`src/rtl/s_term_sram_loopback_bist_if.sv`:
```
// Loopback wire bundle between the south-terminal BIST and the routing fabric.
//   tx_n1/tx_n2/tx_n4 : northbound single/double/quad begin wires (N1BEG/N2BEG/N4BEG)
//   rx_s1/rx_s2/rx_s2b/rx_s4 : southbound returns (S1END/S2MID/S2END/S4END)
//   master : the BIST side (drives tx, observes rx)
//   slave  : the fabric/loopback side (observes tx, drives rx)
interface s_term_sram_loopback_bist_if;
   logic [3:0]  tx_n1;
   logic [7:0]  tx_n2;
   logic [15:0] tx_n4;
   logic [3:0]  rx_s1;
   logic [7:0]  rx_s2;
   logic [7:0]  rx_s2b;
   logic [15:0] rx_s4;

   modport master (
      output tx_n1, tx_n2, tx_n4,
      input  rx_s1, rx_s2, rx_s2b, rx_s4
   );

   modport slave (
      input  tx_n1, tx_n2, tx_n4,
      output rx_s1, rx_s2, rx_s2b, rx_s4
   );
endinterface

```
`src/rtl/s_term_sram_loopback_bist.sv`:
```
// North/south routing loopback self-test for an SRAM tile column.
// Drives walking-one then LFSR patterns northbound, expects each wire group
// back bit-reversed on the southbound wires, and accumulates results.
//   UserCLK   : fabric user clock, rising edge
//   Reset     : synchronous, active-high
//   start     : level, honoured only in IDLE and DONE
//   lb        : loopback wire bundle (master side)
//   busy      : run in progress
//   done      : run finished, results valid
//   pass      : done with no mismatching pattern
//   err_count : failing patterns, saturating at 255
//   fail_mask : sticky OR of per-bit mismatches {rx_s4, rx_s2b, rx_s2, rx_s1}
//
// state   | meaning
// --------+---------------------------------------------------------
// S_IDLE  | tx held at zero, waiting for start
// S_DRIVE | current pattern on tx, settle timer counting down
// S_CHECK | compare rx against reversed pattern, advance or finish
// S_DONE  | tx zero, results held until the next start
module s_term_sram_loopback_bist #(
   parameter int unsigned SETTLE   = 4,
   parameter int unsigned NUM_RAND = 64,
   parameter logic [27:0] SEED     = 28'h0000001
) (
   input  logic                        UserCLK,
   input  logic                        Reset,
   input  logic                        start,
   s_term_sram_loopback_bist_if.master lb,
   output logic                        busy,
   output logic                        done,
   output logic                        pass,
   output logic [7:0]                  err_count,
   output logic [35:0]                 fail_mask
);
   localparam int unsigned TOTAL        = 28 + NUM_RAND;
   localparam int          CW           = (SETTLE > 1) ? $clog2(SETTLE) : 1;
   localparam int          IW           = $clog2(TOTAL);
   localparam logic [27:0] SEED_EFF     = (SEED == 28'd0) ? 28'h0000001 : SEED;
   localparam logic [CW-1:0] CNT_LOAD   = CW'(SETTLE - 1);
   localparam logic [IW-1:0] IDX_LAST   = IW'(TOTAL - 1);
   localparam logic [IW-1:0] IDX_WALK_END = IW'(27);

   typedef enum logic [1:0] {S_IDLE, S_DRIVE, S_CHECK, S_DONE} state_t;

   state_t          state, state_nxt;
   logic            load_run, check_en, last;
   logic [CW-1:0]   settle_cnt;
   logic [IW-1:0]   pat_idx;
   logic [27:0]     pat, lfsr, lfsr_step, tx_word;
   logic [35:0]     exp_vec, mis;
   logic [7:0]      err_nxt;

   assign last      = (pat_idx == IDX_LAST);
   assign lfsr_step = {lfsr[26:0], lfsr[27] ^ lfsr[24]};
   assign tx_word   = ((state == S_DRIVE) || (state == S_CHECK)) ? pat : 28'd0;

   assign lb.tx_n1 = tx_word[3:0];
   assign lb.tx_n2 = tx_word[11:4];
   assign lb.tx_n4 = tx_word[27:12];

   // Expected return is each wire group reversed; rx_s2 and rx_s2b both carry the double group.
   always_comb begin
      exp_vec = '0;
      for (int i = 0; i < 4; i++)  exp_vec[i] = pat[3-i];
      for (int i = 0; i < 8; i++) begin
         exp_vec[4+i]  = pat[11-i];
         exp_vec[12+i] = pat[11-i];
      end
      for (int i = 0; i < 16; i++) exp_vec[20+i] = pat[27-i];
   end

   assign mis = {lb.rx_s4, lb.rx_s2b, lb.rx_s2, lb.rx_s1} ^ exp_vec;

   always_comb begin
      err_nxt = err_count;
      if (check_en && (mis != 36'd0) && (err_count != 8'hFF))
         err_nxt = err_count + 8'd1;
   end

   always_ff @(posedge UserCLK) begin
      if (Reset) state <= S_IDLE;
      else       state <= state_nxt;
   end

   always_comb begin
      state_nxt = state;
      load_run  = 1'b0;
      check_en  = 1'b0;
      case (state)
         S_IDLE, S_DONE: begin
            if (start) begin
               load_run  = 1'b1;
               state_nxt = S_DRIVE;
            end
         end
         S_DRIVE: begin
            if (settle_cnt == '0) state_nxt = S_CHECK;
         end
         S_CHECK: begin
            check_en  = 1'b1;
            state_nxt = last ? S_DONE : S_DRIVE;
         end
         default: state_nxt = S_IDLE;
      endcase
   end

   always_ff @(posedge UserCLK) begin
      if (Reset) begin
         settle_cnt <= '0;
         pat_idx    <= '0;
         pat        <= '0;
         lfsr       <= SEED_EFF;
         busy       <= 1'b0;
         done       <= 1'b0;
         pass       <= 1'b0;
         err_count  <= '0;
         fail_mask  <= '0;
      end else begin
         busy <= (state_nxt == S_DRIVE) || (state_nxt == S_CHECK);
         done <= (state_nxt == S_DONE);
         pass <= (state_nxt == S_DONE) && (err_nxt == 8'd0);
         if ((state == S_DRIVE) && (settle_cnt != '0))
            settle_cnt <= settle_cnt - 1'b1;
         if (load_run) begin
            settle_cnt <= CNT_LOAD;
            pat_idx    <= '0;
            pat        <= 28'h0000001;
            lfsr       <= SEED_EFF;
            err_count  <= '0;
            fail_mask  <= '0;
         end
         if (check_en) begin
            err_count <= err_nxt;
            fail_mask <= fail_mask | mis;
            if (!last) begin
               settle_cnt <= CNT_LOAD;
               pat_idx    <= pat_idx + 1'b1;
               // lfsr holds the current random pattern; the seed itself is the first one.
               if (pat_idx < IDX_WALK_END) begin
                  pat <= pat << 1;
               end else if (pat_idx == IDX_WALK_END) begin
                  pat <= lfsr;
               end else begin
                  pat  <= lfsr_step;
                  lfsr <= lfsr_step;
               end
            end
         end
      end
   end
endmodule

```
`src/flat_wrapper.sv`:
```
// flat-port wrapper written by rule: the top's interface ports become plain ports
module s_term_sram_loopback_bist_flat 
#(
   parameter int unsigned SETTLE   = 4,
   parameter int unsigned NUM_RAND = 64,
   parameter logic [27:0] SEED     = 28'h0000001
)
  (UserCLK, Reset, start, busy, done, pass, err_count, fail_mask, lb_tx_n1, lb_tx_n2, lb_tx_n4, lb_rx_s1, lb_rx_s2, lb_rx_s2b, lb_rx_s4);
  s_term_sram_loopback_bist_if lb_i ();
  input  logic UserCLK;
  input  logic Reset;
  input  logic start;
  output logic busy;
  output logic done;
  output logic pass;
  output logic [7:0] err_count;
  output logic [35:0] fail_mask;
  output wire logic [$bits(lb_i.tx_n1)-1:0] lb_tx_n1;
  output wire logic [$bits(lb_i.tx_n2)-1:0] lb_tx_n2;
  output wire logic [$bits(lb_i.tx_n4)-1:0] lb_tx_n4;
  input wire logic [$bits(lb_i.rx_s1)-1:0] lb_rx_s1;
  input wire logic [$bits(lb_i.rx_s2)-1:0] lb_rx_s2;
  input wire logic [$bits(lb_i.rx_s2b)-1:0] lb_rx_s2b;
  input wire logic [$bits(lb_i.rx_s4)-1:0] lb_rx_s4;
  assign lb_tx_n1 = lb_i.tx_n1;
  assign lb_tx_n2 = lb_i.tx_n2;
  assign lb_tx_n4 = lb_i.tx_n4;
  assign lb_i.rx_s1 = lb_rx_s1;
  assign lb_i.rx_s2 = lb_rx_s2;
  assign lb_i.rx_s2b = lb_rx_s2b;
  assign lb_i.rx_s4 = lb_rx_s4;
  s_term_sram_loopback_bist #(.SETTLE(SETTLE), .NUM_RAND(NUM_RAND), .SEED(SEED)) u_core (.UserCLK(UserCLK), .Reset(Reset), .start(start), .lb(lb_i), .busy(busy), .done(done), .pass(pass), .err_count(err_count), .fail_mask(fail_mask));
endmodule
```
`config.mk`:
```
export PLATFORM = sky130hd
export DESIGN_NAME = s_term_sram_loopback_bist_flat
export DESIGN_NICKNAME = d
export VERILOG_FILES = /design/src/rtl/s_term_sram_loopback_bist_if.sv /design/src/rtl/s_term_sram_loopback_bist.sv /design/src/flat_wrapper.sv
export SDC_FILE = /design/constraint.sdc
export NUM_CORES = 1
export LEC_CHECK = 0
export BUFFER_PORTS_ARGS = -buffer_cell sky130_fd_sc_hd__buf_2
export CAP_MARGIN = 30
export CORE_MARGIN = 10
export CORE_UTILIZATION = 45
export CTS_CLUSTER_SIZE = 30
export DETAILED_ROUTE_END_ITERATION = 10
export GPL_TIMING_DRIVEN = 0
export HOLD_SLACK_MARGIN = 0.05
export PLACE_DENSITY_LB_ADDON = 0.15
export SLEW_MARGIN = 20
export SYNTH_ARGS = -nofsm -noshare
export SYNTH_HDL_FRONTEND = slang
export SYNTH_SLANG_ARGS = --single-unit
```
`constraint.sdc`:
```
create_clock -name UserCLK -period 3.38 [get_ports UserCLK]
set_clock_uncertainty 0.05 [all_clocks]
set_input_delay 0.676 -clock UserCLK [delete_from_list [all_inputs] [get_ports UserCLK]]
set_output_delay 0.676 -clock UserCLK [all_outputs]
set_load 0.02 [all_outputs]
```
[After elaboration in Yosys (flattened, before gate mapping)]
Cells that the tools add are included.
Storage, ports and cells
  bits in registers: 114
  input bits: 39
  output and inout bits: 75
  word-level logic and storage cells: 69
Operators by class
  $add $sub $neg: 3
  order comparisons: 1
  eq/ne operators: 9
  multiplexer cells: 30
  bitwise logic cells: 3
  reductions and logical operators: 13
Operator list (number)
  $mux 28: 11
  $mux 36: 2
  $or 36x36->36: 1
  $reduce_bool 36->1: 1
  $xor 36x36->36: 1
  $mux 8: 3
  $mux 7: 3
  $mux 2: 7
  $add 8x1->8 const B: 1
  $eq 2x2->1 const B: 4
  $logic_not 8->1: 1
  $ne 8x8->1 const B: 1
  $add 7x1->7 const B: 1
  $eq 7x5->1 const B: 1
  $eq 7x7->1 const B: 1
  $lt 7x5->1 const B: 1
  $pmux 2 s3: 1
  $eq 2x1->1 const B: 2
  $logic_and 1x1->1: 4
  $logic_not 2->1: 2
  $reduce_bool 2->1: 2
  $mux 1: 3
  $logic_or 1x1->1: 2
  $reduce_or 2->1: 1
  2 further kinds: 2

[Longest topological paths before layout]
  depth after elaboration: 8
  mapped depth: 10
  depth with buffers taken out: 10

[Worst setup path after synthesis]
Ideal clock, no wire load.
  kind: register to register
  from: register u_core.pat_idx[0]
  to: register u_core.pass
  setup time: 0.061 ns
  arrival: 2.090 ns
  data required time: 3.269 ns
  setup slack: 1.179 ns
  stages on the path, launching flop included: 11
  path buffers: 0
  period minus slack after synthesis: 2.201 ns
  path through: dfxtp_1 -> ha_1 -> or2b_4 -> nor4_4 -> nand2_1 -> a21boi_0 -> ha_1 -> nor2b_1 -> nand4b_1 -> o31ai_1 -> and4_1
Between the ends
  cells in the longest elaborated chain, start to end: 5
RTL lines
  start, declared: RTL line s_term_sram_loopback_bist.sv:48  | logic [IW-1:0] pat_idx;
  start signal, assigned: RTL line s_term_sram_loopback_bist.sv:137  | pat_idx <= pat_idx + 1'b1;
  $eq 7x7->1: RTL line s_term_sram_loopback_bist.sv:53  | assign last = (pat_idx == IDX_LAST);
  $mux 2: RTL line s_term_sram_loopback_bist.sv:101  | state_nxt = last ? S_DONE : S_DRIVE;
  $pmux 2 s3: RTL line s_term_sram_loopback_bist.sv:89  | case (state)
  net u_core.state_nxt[1]: RTL line s_term_sram_loopback_bist.sv:45  | state_t state, state_nxt;
  $eq 2x2->1: RTL line s_term_sram_loopback_bist.sv:121  | pass <= (state_nxt == S_DONE) && (err_nxt == 8'd0);
  $logic_and 1x1->1: RTL line s_term_sram_loopback_bist.sv:121
  end signal, assigned: RTL line s_term_sram_loopback_bist.sv:121
  end, declared: RTL line s_term_sram_loopback_bist.sv:31  | output logic pass,
The timed path passes the listed nets, and every way through them passes these cells.
A chain may end at the register's enable or synchronous reset.

[Worst setup path in the final report]
  from: register u_core.state[0]
  to: output port lb_tx_n2[0]
Between the ends
  cells in the longest elaborated chain, start to end: 3
  elaborated cells on any way between the ends: 4
  classes of those cells: 2 x eq/ne; 1 x mux; 1 x reduce/logical
RTL lines
  start, declared: RTL line s_term_sram_loopback_bist.sv:45
  start signal, assigned: RTL line s_term_sram_loopback_bist.sv:82  | else state <= state_nxt;
  $eq 2x1->1 or $eq 2x2->1 (tied branches): RTL line s_term_sram_loopback_bist.sv:55  | assign tx_word = ((state == S_DRIVE) || (state == S_CHECK)) ? pat : 28'd0;
  $logic_or 1x1->1 *: RTL line s_term_sram_loopback_bist.sv:55
  $mux 28 *: RTL line s_term_sram_loopback_bist.sv:55
  end, declared: RTL line flat_wrapper.sv:19  | output wire logic [$bits(lb_i.tx_n2)-1:0] lb_tx_n2;
Mark *: on every way between the ends. The rest lies on a longest branch, timed or not.

==> reports/metrics.cfg <==
[yosys]
synth_top_family_by_area = simple AND/OR/NAND/NOR gates
synth-compound-area-share = 0.203
synthXorXnorAreaFrac = 0.0664
synthArstFlopShare = 0
synth_seq_cells = 114
synth-simple-area-share = 0.213
yosysWarnings = 0
ys_seq_area_frac = 0.433
ys_types = 50
synthCells = 614
yosys.area_share.adder = 0.0142
synth-edff-count = 0
syn_area_per_cell_um2 = 8.59
synthMuxAreaShare = 0.0256
syn_area_mm2 = 0.00528
synth-main-ff-cell = dfxtp_1
syn-num-nets = 659

[detailed_routing]
dr.pass1.iters = 6
drtIter0Drc = 492
vias_per_cell = 5.69
drt_wl_total_mm = 17.3
dr_total_vias = 5130
wl_per_cell_um = 19.2
ant_nets = 0
drc = 0

[grt]
gr-usage-all-layers = 0.204
grt_pass1_vias = 5004
gr-total-overflow = 0
antenna_found_initial = 0
grt_start_max_net_pins = 17
grt_pass1_wl_mm = 27.0

[floorplanning]
core_mm2 = 0.0115
initial_core_util = 0.460
fp.dieH_um = 128
pin_count = 114
die_area_mm2 = 0.0165
row_count = 39
die_x_um = 128

[status]
status = complete, no violations

[cts]
cts_hold_buf = 0
cts_htree_levels = 4
cts.clk_slew.worst_paths_ns = 0.06
clock_latency_ns = 0.41
clk_path_buf_depth = 2
clock-sinks = 114
numCtsBuffers = 17
cts_tree = yes
cts.repair.resized = 0
cts_root_buf = clkbuf_16
postCtsSetupBuffers = 0

[timing]
min_period_over_period = 0.825
setup_violations = 0
worst_pin_slew_ns = 0.639
fin_crit_ns = 2.79
hold_slack_ns = 0.431
worst_slack_ns = 0.590
fmax_mhz = 358
rsz0062_at_grt = no
relSlewSlack = 0.574
slew_viol_final = 0
hold_violations = 0
final.setup.tns_ns = 0

[setup_path]
rrSetupSlack_ns = 0.62
crit_required_ns = 2.65
critPathTopFamily = buffers and inverters
critical_path_class = reg -> out
critPathMaxFanout = 10
cp-start-kind = flip-flop
cpPeakStageDelay_ns = 0.45
crit_chain = inv_1, ha_1, clkbuf_1, nor2b_1, buf_2
crit_slowest_cell = clkbuf_1
critPathBufInv = 3
crit_arrival_ns = 2.06
end_kind = output port

[layout]
finalNetCount = 791
antenna_cells = 0
drive_above_1_share = 0.222
syn2layout_area_growth_pct = 26.4
fillers = 1016

[placed_design]
pre_cts_slack_ns = 0.506
dp.final_hpwl_mm = 12.9
portBuffers = 113
gp_congestion = 0.857

[min_path]
hp-class = reg -> reg

[pwr]
p_per_area_mw_per_mm2 = 600
ir_drop_mv = 0.304
leakage_nw = 2.66

[flow_run]
maxCapViolCount = 0

-- stage by stage --
| step | cell area, µm² | util | power, W | instances |
|---|---|---|---|---|
| after floorplan | 5280 | - | 0.00183 | 614 |
| after global placement | 6020 | 0.525 | 0.00202 | 870 |
| after detailed placement | 6020 | 0.525 | 0.00204 | 870 |
| after CTS | 6670 | 0.582 | 0.00400 | 901 |
| after global routing | 6670 | 0.582 | 0.00413 | 901 |
| final | 6670 | 0.582 | 0.00401 | 901 |
-- layout by cell type, fill, tap and decap left out, types with 10 or more instances in the layout --
| cell | count |
|---|---|
| a211oi_1 | 13 |
| a21oi_1 | 61 |
| a222oi_1 | 16 |
| a22oi_1 | 39 |
| a31oi_1 | 12 |
| buf_2 | 120 |
| clkbuf_1 | 31 |
| clkbuf_16 | 17 |
| dfxtp_1 | 114 |
| mux2i_1 | 12 |
| nand2_1 | 56 |
| nand3_1 | 17 |
| nor2_1 | 74 |
| nor2b_1 | 33 |
| nor4_1 | 10 |
| xor2_1 | 36 |
-- synthesized netlist by cell type, drive strengths merged, types with 5 or more instances --
| master | number | share of area |
|---|---|---|
| a211oi | 13 | 0.018 |
| a21oi | 61 | 0.058 |
| a222oi | 16 | 0.030 |
| a22oi | 39 | 0.055 |
| a31oi | 12 | 0.014 |
| and3 | 6 | 0.0071 |
| buf | 15 | 0.018 |
| clkbuf | 30 | 0.021 |
| dfxtp | 114 | 0.43 |
| ha | 6 | 0.014 |
| inv | 9 | 0.0064 |
| mux2i | 12 | 0.023 |
| nand2 | 56 | 0.040 |
| nand2b | 5 | 0.0059 |
| nand3 | 17 | 0.016 |
| nor2 | 75 | 0.054 |
| nor2b | 35 | 0.043 |
| nor3 | 5 | 0.0057 |
| nor4 | 12 | 0.020 |
| o21ai | 10 | 0.0095 |
| xor2 | 36 | 0.060 |
-- cells by family (layout without fill, tap and decap cells) --
kind of cell             Yosys count  count (layout)
adder cells (fa/ha/maj)            6               6
AND/OR/NAND/NOR                  225             225
XOR/XNOR                          40              40
flip-flops                       114             114
multiplexers                      13              13
AO/OA/AOI/OAI                    162             162
buffers and inverters             54             198
-- cell type report --
| cell class | count | area, µm² | share of cell area |
|---|---|---|---|
| Buffer | 45 | 208 | 0.0311 |
| Clock buffer | 21 | 470 | 0.0705 |
| Clock inverter | 10 | 180 | 0.0270 |
| Inverter | 9 | 33.8 | 0.00506 |
| Multi-Input combinational cell | 446 | 2750 | 0.413 |
| Sequential cell | 114 | 2280 | 0.342 |
| Tap cell | 143 | 179 | 0.0268 |
| Timing Repair Buffer | 113 | 566 | 0.0848 |
-- where the power goes --
| group | internal (W) | switching (W) | leakage (nW) |
|---|---|---|---|
| Combinational | 0.000171 | 0.000416 | 1.43 |
| Sequential | 0.00140 | 0.0000352 | 0.920 |
| Clock | 0.00136 | 0.000631 | 0.315 |
-- tightest hold or removal path, stage by stage (launching register included) --
cell and delay (ns):
dfxtp_1 0.32, nand2_1 0.06, a21oi_1 0.05
-- final timing paths --
path	startpoint	endpoint	cells past startpoint
max	u_core.state[0]	lb_tx_n2[0]	5
max reg2reg	u_core.state[0]	u_core.err_count[1]	9
min	u_core.lfsr[7]	u_core.lfsr[7]	2
min reg2reg	u_core.lfsr[7]	u_core.lfsr[7]	2
-- flip-flops by register name, summed over array words and instances (netlist names) --
register and flops:
u_core.err_count 8, u_core.busy 1, u_core.pat 28, u_core.settle_cnt 2
u_core.pass 1, u_core.lfsr 28, u_core.state 2, u_core.done 1
u_core.pat_idx 7, u_core.fail_mask 36
-- routing by layer --
metal	up-vias	track usage	share of wire
met5	-	0	0
met4	0	0.0550	0.0091
met3	15	0.0629	0.087
met2	207	0.338	0.48
met1	2445	0.250	0.42
li1	2463	-	-
Power figures use the tool's default switching activity.
